$ cat src/rtl/digit_serial_adder.sv
// Digit-serial adder: adds two WIDTH-bit operands DIGIT bits per clock with a registered carry.
// Optional subtract support is enabled by defining DSA_SUB_EN.
module digit_serial_adder #(
   parameter int WIDTH = 32,
   parameter int DIGIT = 8
) (
   input  logic             clk,
   input  logic             rst_n,
   input  logic             in_valid,
   output logic             in_ready,
   input  logic [WIDTH-1:0] x,
   input  logic [WIDTH-1:0] y,
   input  logic             c_in,
   input  logic             sub,
   output logic             out_valid,
   input  logic             out_ready,
   output logic [WIDTH-1:0] s,
   output logic             c_out,
   output logic             ovf
);

   localparam int N  = WIDTH / DIGIT;
   localparam int CW = $clog2(N + 1);

   typedef enum logic [1:0] {IDLE, RUN, DONE} state_t;

   state_t           state;
   state_t           state_next;
   logic [WIDTH-1:0] x_reg;
   logic [WIDTH-1:0] y_reg;
   logic [WIDTH-1:0] sum_reg;
   logic [WIDTH-1:0] y_eff;
   logic             carry;
   logic             carry_init;
   logic             x_msb;
   logic             y_msb;
   logic             ovf_reg;
   logic [CW-1:0]    cnt;
   logic [DIGIT:0]   digit_add;
   logic             accept;
   logic             last_digit;

`ifdef DSA_SUB_EN
   // Subtraction is x + ~y + 1, so c_out = 1 means no borrow.
   assign y_eff      = sub ? ~y : y;
   assign carry_init = sub ? 1'b1 : c_in;
`else
   logic unused_sub;
   assign unused_sub = sub;
   assign y_eff      = y;
   assign carry_init = c_in;
`endif

   assign digit_add  = {1'b0, x_reg[DIGIT-1:0]} + {1'b0, y_reg[DIGIT-1:0]}
                     + {{DIGIT{1'b0}}, carry};
   assign accept     = in_valid && in_ready;
   assign last_digit = (cnt == CW'(N - 1));

   always_ff @(posedge clk or negedge rst_n) begin
      if (!rst_n) begin
         state <= IDLE;
      end else begin
         state <= state_next;
      end
   end

   always_comb begin
      state_next = state;
      in_ready   = 1'b0;
      out_valid  = 1'b0;
      case (state)
         IDLE: begin
            in_ready = 1'b1;
            if (in_valid) begin
               state_next = RUN;
            end
         end
         RUN: begin
            if (last_digit) begin
               state_next = DONE;
            end
         end
         DONE: begin
            out_valid = 1'b1;
            if (out_ready) begin
               state_next = IDLE;
            end
         end
         default: state_next = IDLE;
      endcase
   end

   // Operands drain out of the bottom while result digits fill the sum register from the top;
   // the widened shifts stay legal even when a single digit covers the whole word.
   always_ff @(posedge clk or negedge rst_n) begin
      if (!rst_n) begin
         x_reg   <= '0;
         y_reg   <= '0;
         sum_reg <= '0;
         carry   <= 1'b0;
         cnt     <= '0;
         x_msb   <= 1'b0;
         y_msb   <= 1'b0;
         ovf_reg <= 1'b0;
      end else if (accept) begin
         x_reg   <= x;
         y_reg   <= y_eff;
         carry   <= carry_init;
         cnt     <= '0;
         x_msb   <= x[WIDTH-1];
         y_msb   <= y_eff[WIDTH-1];
         ovf_reg <= 1'b0;
      end else if (state == RUN) begin
         sum_reg <= WIDTH'({digit_add[DIGIT-1:0], sum_reg} >> DIGIT);
         x_reg   <= WIDTH'({{DIGIT{1'b0}}, x_reg} >> DIGIT);
         y_reg   <= WIDTH'({{DIGIT{1'b0}}, y_reg} >> DIGIT);
         carry   <= digit_add[DIGIT];
         cnt     <= cnt + CW'(1);
         if (last_digit) begin
            ovf_reg <= (x_msb == y_msb) && (digit_add[DIGIT-1] != x_msb);
         end
      end
   end

   assign s     = sum_reg;
   assign c_out = carry;
   assign ovf   = ovf_reg;

endmodule

$ cat config.mk
export PLATFORM = sky130hd
export DESIGN_NAME = digit_serial_adder
export DESIGN_NICKNAME = d
export VERILOG_FILES = /design/src/rtl/digit_serial_adder.sv
export SDC_FILE = /design/constraint.sdc
export NUM_CORES = 1
export LEC_CHECK = 0
export CORE_ASPECT_RATIO = 0.6
export CORE_MARGIN = 4
export CORE_UTILIZATION = 50
export DETAILED_ROUTE_END_ITERATION = 8
export PLACE_DENSITY = 0.8
export SYNTH_ARGS = -nofsm -noshare
export SYNTH_HDL_FRONTEND = slang
export SYNTH_SLANG_ARGS = --single-unit
$ cat constraint.sdc
create_clock -name clk -period 4.3 [get_ports clk]
set_input_delay 1.29 -clock clk [delete_from_list [all_inputs] [get_ports clk]]
set_output_delay 1.29 -clock clk [all_outputs]
set_load 0.02 [all_outputs]
Yosys cells after proc, flatten, opt, wreduce, memory -nomap -nowiden. Cells that the tools add are included.

Eq/ne operators: 8. Bitwise logic cells: 1. Add/subtract/negate cells: 3. Reductions and logical operators: 8. Mux-type cells: 17.

Operator list (count): $mux 32 (4); $add 8x8->9 (1); $add 9x1->9 (1); $mux 1 (7); $mux 2 (3); $mux 3 (2); $ne 2x2->1 const B (3); $pmux 2 s3 (1); $reduce_and 2->1 (2); $reduce_bool 2->1 (2); $add 3x1->3 const B (1); $eq 3x2->1 const B (1); $reduce_and 3->1 (1); $eq 2x1->1 const B (1); $eq 2x2->1 const B (1); $logic_and 1x1->1 (2); $logic_not 2->1 (1); $eq 1x1->1 (1); $ne 1x1->1 (1); $not 1->1 (1).

Word-level logic and storage cells: 46. Register bits: 105. Output and inout port bits: 36.

Longest topological paths before layout. Gate-level depths: netlist (run 1).

Word-level depth: 7. Depth in mapped cells: 9.

Worst setup path before layout (run 1). No wires, ideal clock.

Path kind: input-to-reg. Start: input port in_valid. End: register x_reg[0]. Required time: 4174 ps. Buffers on the path: 2. Slack: 2143 ps. Arrival time: 2031 ps. Cell stages on the path: 4. Path through: and2_1 > buf_4 > buf_4 > a221o_1.

Longest elaborated chain between the ends: 2. Elaborated cells on any way between the ends: 3.

RTL lines: start, declared (RTL line 9) `input logic in_valid,`; $logic_and 1x1->1 (*) (RTL line 56) `assign accept = in_valid && in_ready;`; $mux 32 / $reduce_bool 2->1 (equally long branches); end signal, assigned (RTL line 115) `x_reg <= WIDTH'({{DIGIT{1'b0}}, x_reg} >> DIGIT);`; end, declared (RTL line 29) `logic [WIDTH-1:0] x_reg;`.

Every way passes the cells marked *; elsewhere a longest branch is shown, timed or not. A chain may end at the register's enable or synchronous reset.

Worst setup path after layout (run 1).
Start: input port in_valid. End: register x_reg[8].

The elaborated chain is that of the path after synthesis.

==> results of run 1 <==
## logic make-up after synthesis
family                   after synthesis
AO/OA/AOI/OAI                         82
XOR/XNOR                               4
adder cells (fa/ha/maj)               11
buffers and inverters                 39
flip-flops                           105
AND/OR/NAND/NOR                      253
## placed cells by master, fill, tap and decap left out, types with 2 or more instances in the layout
master,n
a21oi_1,3
nor2_1,5
buf_4,6
clkinv_2,2
nor3_1,2
xor2_1,2
dfrtp_1,105
clkbuf_16,9
o21ai_0,13
fa_1,2
ha_1,9
nand3_1,17
nand2_1,215
a22oi_1,47
inv_1,7
clkdlybuf4s50_1,103
o21ai_1,2
a221o_1,2
a21o_1,3
o211ai_2,2
nand2b_1,3
xnor2_1,2
a22o_1,2
clkbuf_1,2
## critical path, delay by kind of cell
family | cells | cell delay, ps
AND/OR/NAND/NOR | 4 | 1610
buffers and inverters | 1 | 420
## area by class of cell
cell class / count / share of cell area [%]
inverters: 7 / 0.4397
multi-input cells: 350 / 30.40
well taps: 112 / 2.345
repair buffers: 109 / 18.01
flip-flops and latches: 105 / 43.97
clock inverters: 5 / 0.9422
clock buffers: 11 / 3.894
## power by group through the flow
| stage | clock network (mW) | logic [mW] | registers, mW |
|---|---|---|---|
| after floorplan | 0 | 1.39 | 1.82 |
| after global placement | 0 | 2.12 | 1.71 |
| after detailed placement | 0 | 2.21 | 1.73 |
| after CTS | 0.818 | 2.22 | 1.72 |
| after global routing | 0.866 | 2.46 | 1.77 |
| final | 0.809 | 2.20 | 1.72 |
## metrics by stage
step	total power [mW]	hold WS (ps)	util, %
2_1_floorplan	3.214	445.6	-
3_3_place_gp	3.836	459.1	64.98
3_5_place_dp	3.942	463.1	64.98
4_1_cts	4.757	479.5	68.29
5_1_grt	5.098	494.7	68.29
6_report	4.732	475.5	68.29
## per-layer routing
| metal | up-vias | routed length [um] | track usage, % |
|---|---|---|---|
| li1 | 1819 | - | - |
| met4 | 0 | 155 | 5.809 |
| met2 | 142 | 5124 | 35.17 |
| met5 | - | 0 | 0 |
| met3 | 14 | 843 | 6.901 |
| met1 | 1842 | 5398 | 31.14 |
## final timing paths
check,start,endpoint,slack [ps],cells after the start
max,in_valid,x_reg[8]$_DFFE_PN0P_,1220,5
min,s[7]$_DFFE_PN0P_,s[7]$_DFFE_PN0P_,480,2
max reg2reg,c_out$_DFFE_PN0P_,c_out$_DFFE_PN0P_,2010,9
min reg2reg,s[7]$_DFFE_PN0P_,s[7]$_DFFE_PN0P_,480,2
max in group asynchronous,rst_n,x_reg[12]$_DFFE_PN0P_,2480,2
min in group asynchronous,rst_n,s[2]$_DFFE_PN0P_,990,1
==> out/metrics.yaml, run 1 <==
run_status:
  run_status: "finished clean"
synth:
  syn-num-nets: 575
  yosys_warnings: 0
  synth_fa_ha_area_share_pct: 3.300
  post_synth_xor_area_fraction_pct: 0.7574
  synth.top_cells.by_count: "215 x nand2_1, 105 x dfrtp_1, 47 x a22oi_1"
  post_synthesis_cell_area_um2: 4626
  synth_edf_count: 0
  synth_top_family_by_area: "simple AND/OR/NAND/NOR gates"
  share_of_the_synthesized_area_in_compound_gates_ao_oa_aoi_oai_pct: 12.90
  synth-main-ff-cell: "dfrtp_1"
  synth_simple_gate_area_share_pct: 22.07
  post-synth-top-area-fraction_pct: 56.80
  synth-seq-cells: 105
  synth_cell_type_count: 42
  synth_area_per_cell_um2: 9.364
  synth_top_area_cell: "dfrtp_1"
  synth.mux.area_fraction_pct: 0
  synthArstFlopShare_pct: 100.0
  synthCells: 494
  synth.yosys.seq_area_share_pct: 56.80
  synth_top_cells_by_area: "dfrtp_1 57%, nand2_1 17%, a22oi_1 7.6%"
  cell_with_the_most_instances_after_synthesis: "nand2_1"
placement:
  gp_congestion: 0.8704
  placement.setup.worst_slack_ps: 849.4
  place.detailed.instances: 683
  place_area_um2: 5687
  place_hpwl_mm: 7.989
  numPortBuffers: 104
timing:
  final-max-slew-violation-count: 0
  postLayoutSetupSlackWorst_ps: 1224
  finalSetupViolations: 0
  max_freq_mhz: 325.0
  fin_skew_ps: 5.118
  relSlewSlack_pct: 27.87
  layout_min_cycle_time_ps: 3076
  grt_setup_unrepaired: "false"
  report.final.hold_viol_count: 0
  setup_tns_final_ps: 0
  timing.final.crit_share_pct: 71.55
  tightest_slew_ps: 1079
floorplanning:
  floorplan.initialDensity_pct: 52.86
  fp.dieArea_um2: 10910
  core_region_area_um2: 8751
  die_x_um: 132.2
  floorplan.rows: 26
  fp.dieH_um: 82.51
  ios: 106
power_and_ir_drop:
  switching_share_pct: 41.89
  share_seq_of_total_power_pct: 36.3
  net-switching-power_mw: 1.982
  power.combinational.fraction_pct: 46.6
  intPower_mw: 2.750
  vdd_drop_max_mv: 0.3924
  clkPwrFrac_pct: 17.1
  pwr_density_cell_nw_per_um2: 791.9
  leakagePower_nw: 2.947
setup_path:
  critical_path.most_common_cell: "nand2_1"
  worst_ep_required_time_ps: 4590
  critical-path-slowest-cell: "nor2_4"
  timing.setup.critical_path_class: "in -> reg"
  critical_path.max_stage_delay_ps: 920
  arrival_ps: 3360
  critical_path.endpoint_type: "register"
  critical_path_peak_fanout: 49
  critical_path.cell_chain: "clkdlybuf4s50_1 > and2_2 > nor2_4 > nand2_1 > nand2_1"
  critPathLaunchType: "input pin"
global_routing:
  antenna_found_initial: 0
  grt_max_degree: 56
  first_global_vias: 3734
  grt_first_pass_wirelength_mm: 19.12
  grt_usage_pct: 22.48
  global_route.overflow_total: 0
cells_and_area:
  flow.area_growth_from_synthesis_pct: 29.19
  post_route_cells_drive_above_1_share_pct: 4.770
  antenna_cells_inserted: 0
  multi_input_area_um2: 1817
  nets: 663
  stdcell_count: 699
  seq_area_um2: 2628
  postLayoutCellArea_um2: 5976
  fillCellCount: 668
clock_network:
  post_cts_hold_buffer_count: 0
  path_clk_slew_ps: 70
  cts_inserted_buffers: 9
  clock_latency_ps: 350
  htree_num_levels: 3
  root_buffer: "clkbuf_16"
  tritoncts_clock_tree: "done"
  cts-root-to-sink-buffers: 2
  post_cts_buffers: 0
  cts_repair_resize_count: 0
  clock_sink_count: 105
route:
  drt_pass1_iterations: 6
  routed_wire_length_per_instance_um: 16.48
  detail_route.iter0.violations: 361
  viasPerCell: 5.461
  vias: 3817
  total_wirelength_mm: 11.52
  antenna_violating_nets_post_route: 0
  drc: 0
worst_hold_path:
  min_path_type: "reg -> reg"
job:
  maxCapViolCount: 0
No activity file was read; power rests on OpenSTA's default activity.
==> run 2, diff against run 1 <==
--- a/config.mk
+++ b/config.mk
@@ -7,9 +7,9 @@
 export LEC_CHECK = 0
 export CORE_ASPECT_RATIO = 0.6
 export CORE_MARGIN = 4
-export CORE_UTILIZATION = 50
+export CORE_UTILIZATION = 45
 export DETAILED_ROUTE_END_ITERATION = 8
-export PLACE_DENSITY = 0.8
+export PLACE_DENSITY = 0.76
 export SYNTH_ARGS = -nofsm -noshare
 export SYNTH_HDL_FRONTEND = slang
 export SYNTH_SLANG_ARGS = --single-unit
==> constraint.sdc (replaced) <==
create_clock -name clk -period 2.5 [get_ports clk]
set_input_delay 0.75 -clock clk [delete_from_list [all_inputs] [get_ports clk]]
set_output_delay 0.75 -clock clk [all_outputs]
set_load 0.02 [all_outputs]
==> run 2 against run 1 <==
Cell area grew 2.6%. Final cell count grew 4.1%. Clock power grew 110%. Sequential cell count is the same. Clock-buffer cell count shrank 1.
==> out/metrics.yaml, run 2 (synthesis gave the netlist of run 1 again) <==
timing:
  layout_min_cycle_time_ps: 2328
  timing.final.crit_share_pct: 93.14
  postLayoutSetupSlackWorst_ps: 171.5
  tightest_slew_ps: 1075
  report.final.hold_viol_count: 0
  fin_skew_ps: 5.659
  final-max-slew-violation-count: 0
  grt_setup_unrepaired: "false"
  finalSetupViolations: 0
  relSlewSlack_pct: 28.19
  finalHoldWorstSlack_ps: 420.4
  max_freq_mhz: 429.5
power_and_ir_drop:
  vdd_drop_max_mv: 0.5789
  intPower_mw: 5.084
  net-switching-power_mw: 3.437
  leakagePower_nw: 3.018
  pwr_density_cell_nw_per_um2: 1390
  switching_share_pct: 40.33
  power.combinational.fraction_pct: 45.3
  share_seq_of_total_power_pct: 34.8
  clkPwrFrac_pct: 19.8
route:
  routed_wire_length_per_instance_um: 16.37
  drt_pass1_iterations: 5
  vias: 3822
  drc: 0
  viasPerCell: 5.250
  total_wirelength_mm: 11.91
  detail_route.iter0.violations: 386
  antenna_violating_nets_post_route: 0
worst_hold_path:
  min_path_type: "in -> async"
floorplanning:
  floorplan.rows: 28
  fp.dieH_um: 86.54
  fp.dieArea_um2: 12020
  floorplan.initialDensity_pct: 46.49
  core_region_area_um2: 9950
  ios: 106
  die_x_um: 138.9
setup_path:
  critical_path.cell_chain: "nand2b_1 > inv_1 > clkdlybuf4s50_1"
  path_buf_inv: 2
  r2r-start: "c_out$_DFFE_PN0P_"
  critPathLaunchType: "register"
  critical_path_peak_fanout: 4
  crit_cells: 3
  critical-path-slowest-cell: "clkdlybuf4s50_1"
  critical_path.endpoint_type: "primary output"
  worst_ep_required_time_ps: 1750
  critical_path.max_stage_delay_ps: 590
  arrival_ps: 1580
  reg2reg_depth: 9
  path_delay_family: "buffers and inverters"
  timing.setup.critical_path_class: "reg -> out"
  rr_endpoint: "c_out$_DFFE_PN0P_"
  ff2ff_setup_slack_ps: 260
clock_network:
  cts_repair_resize_count: 0
  cts_inserted_buffers: 9
  post_cts_buffers: 0
  cts-root-to-sink-buffers: 2
  path_clk_slew_ps: 70
  tritoncts_clock_tree: "done"
  root_buffer: "clkbuf_16"
  htree_num_levels: 3
  clock_sink_count: 105
  clock_latency_ps: 350
  post_cts_hold_buffer_count: 0
placement:
  place_hpwl_mm: 8.442
  numPortBuffers: 104
  placement.setup.worst_slack_ps: -37.03
  gp_congestion: 0.8353
run_status:
  run_status: "finished clean"
job:
  maxCapViolCount: 0
cells_and_area:
  multi_input_area_um2: 1817
  nets: 669
  commonest_non_fill_non_tap_cell_in_the_layout: "nand2_1"
  seq_area_um2: 2628
  final_cell_mix: "215 x nand2_1, 105 x dfrtp_1, 103 x clkdlybuf4s50_1"
  post_route_cells_drive_above_1_share_pct: 5.902
  fillCellCount: 840
  flow.area_growth_from_synthesis_pct: 32.57
  antenna_cells_inserted: 0
global_routing:
  first_global_vias: 3878
  antenna_found_initial: 0
  grt_usage_pct: 20.61
  grt_max_degree: 50
  global_route.overflow_total: 0
  grt_first_pass_wirelength_mm: 19.71
## run 2: cell types whose count changed in the layout (fill, tap and decap cells not counted)
cell / change
clkbuf_1: -1
clkinv_4: -1
buf_12: +1
buf_4: +5
clkinvlp_4: -1
bufinv_16: +3
## run 2: worst max path at each step
stage | startpoint | to | slack, ps
3_3_place_gp | in_valid | x_reg[31]$_DFFE_PN0P_ | -20
2_1_floorplan | c_out$_DFFE_PN0P_ | c_out$_DFFE_PN0P_ | 470
5_1_grt | c_out$_DFFE_PN0P_ | c_out$_DFFE_PN0P_ | 70
3_5_place_dp | in_valid | x_reg[31]$_DFFE_PN0P_ | -40
6_report | state[0]$_DFFE_PN0P_ | out_valid | 170
4_1_cts | state[0]$_DFFE_PN0P_ | out_valid | 160
## run 2: cell type report
type / instances / share of cell area, %
sequential: 105 / 42.85
multi-input combinational: 350 / 29.63
timing repair buffer: 115 / 18.49
clock buffer: 10 / 3.734
tap: 135 / 2.755
clock inverter: 6 / 2.122
inverter: 7 / 0.4285
## run 2: routing by layer
layer / up-vias / wire (um) / GRT usage (%)
met5: - / 0 / 0
met4: 0 / 133 / 5.240
met3: 12 / 800 / 6.395
met2: 118 / 5439 / 31.70
met1: 1864 / 5540 / 28.88
li1: 1828 / - / -
## run 2: through the flow
step,area [um2],utilization [%],total power [mW],std cells,TNS (ps)
after floorplan,4626,-,5.528,494,0
after global placement,5773,58.02,6.658,712,-46.20
after detailed placement,5773,58.02,6.838,712,-145.5
after CTS,6132,61.63,8.560,728,0
after global routing,6132,61.63,9.148,728,0
final,6132,61.63,8.521,728,0
## run 2: power groups by stage
stage,clock network [mW],logic [mW],registers (mW)
CTS,1.71,3.88,2.97
finish,1.69,3.86,2.97
global route,1.79,4.31,3.06
floorplan,0,2.39,3.14
global placement,0,3.70,2.95
detailed placement,0,3.85,2.99
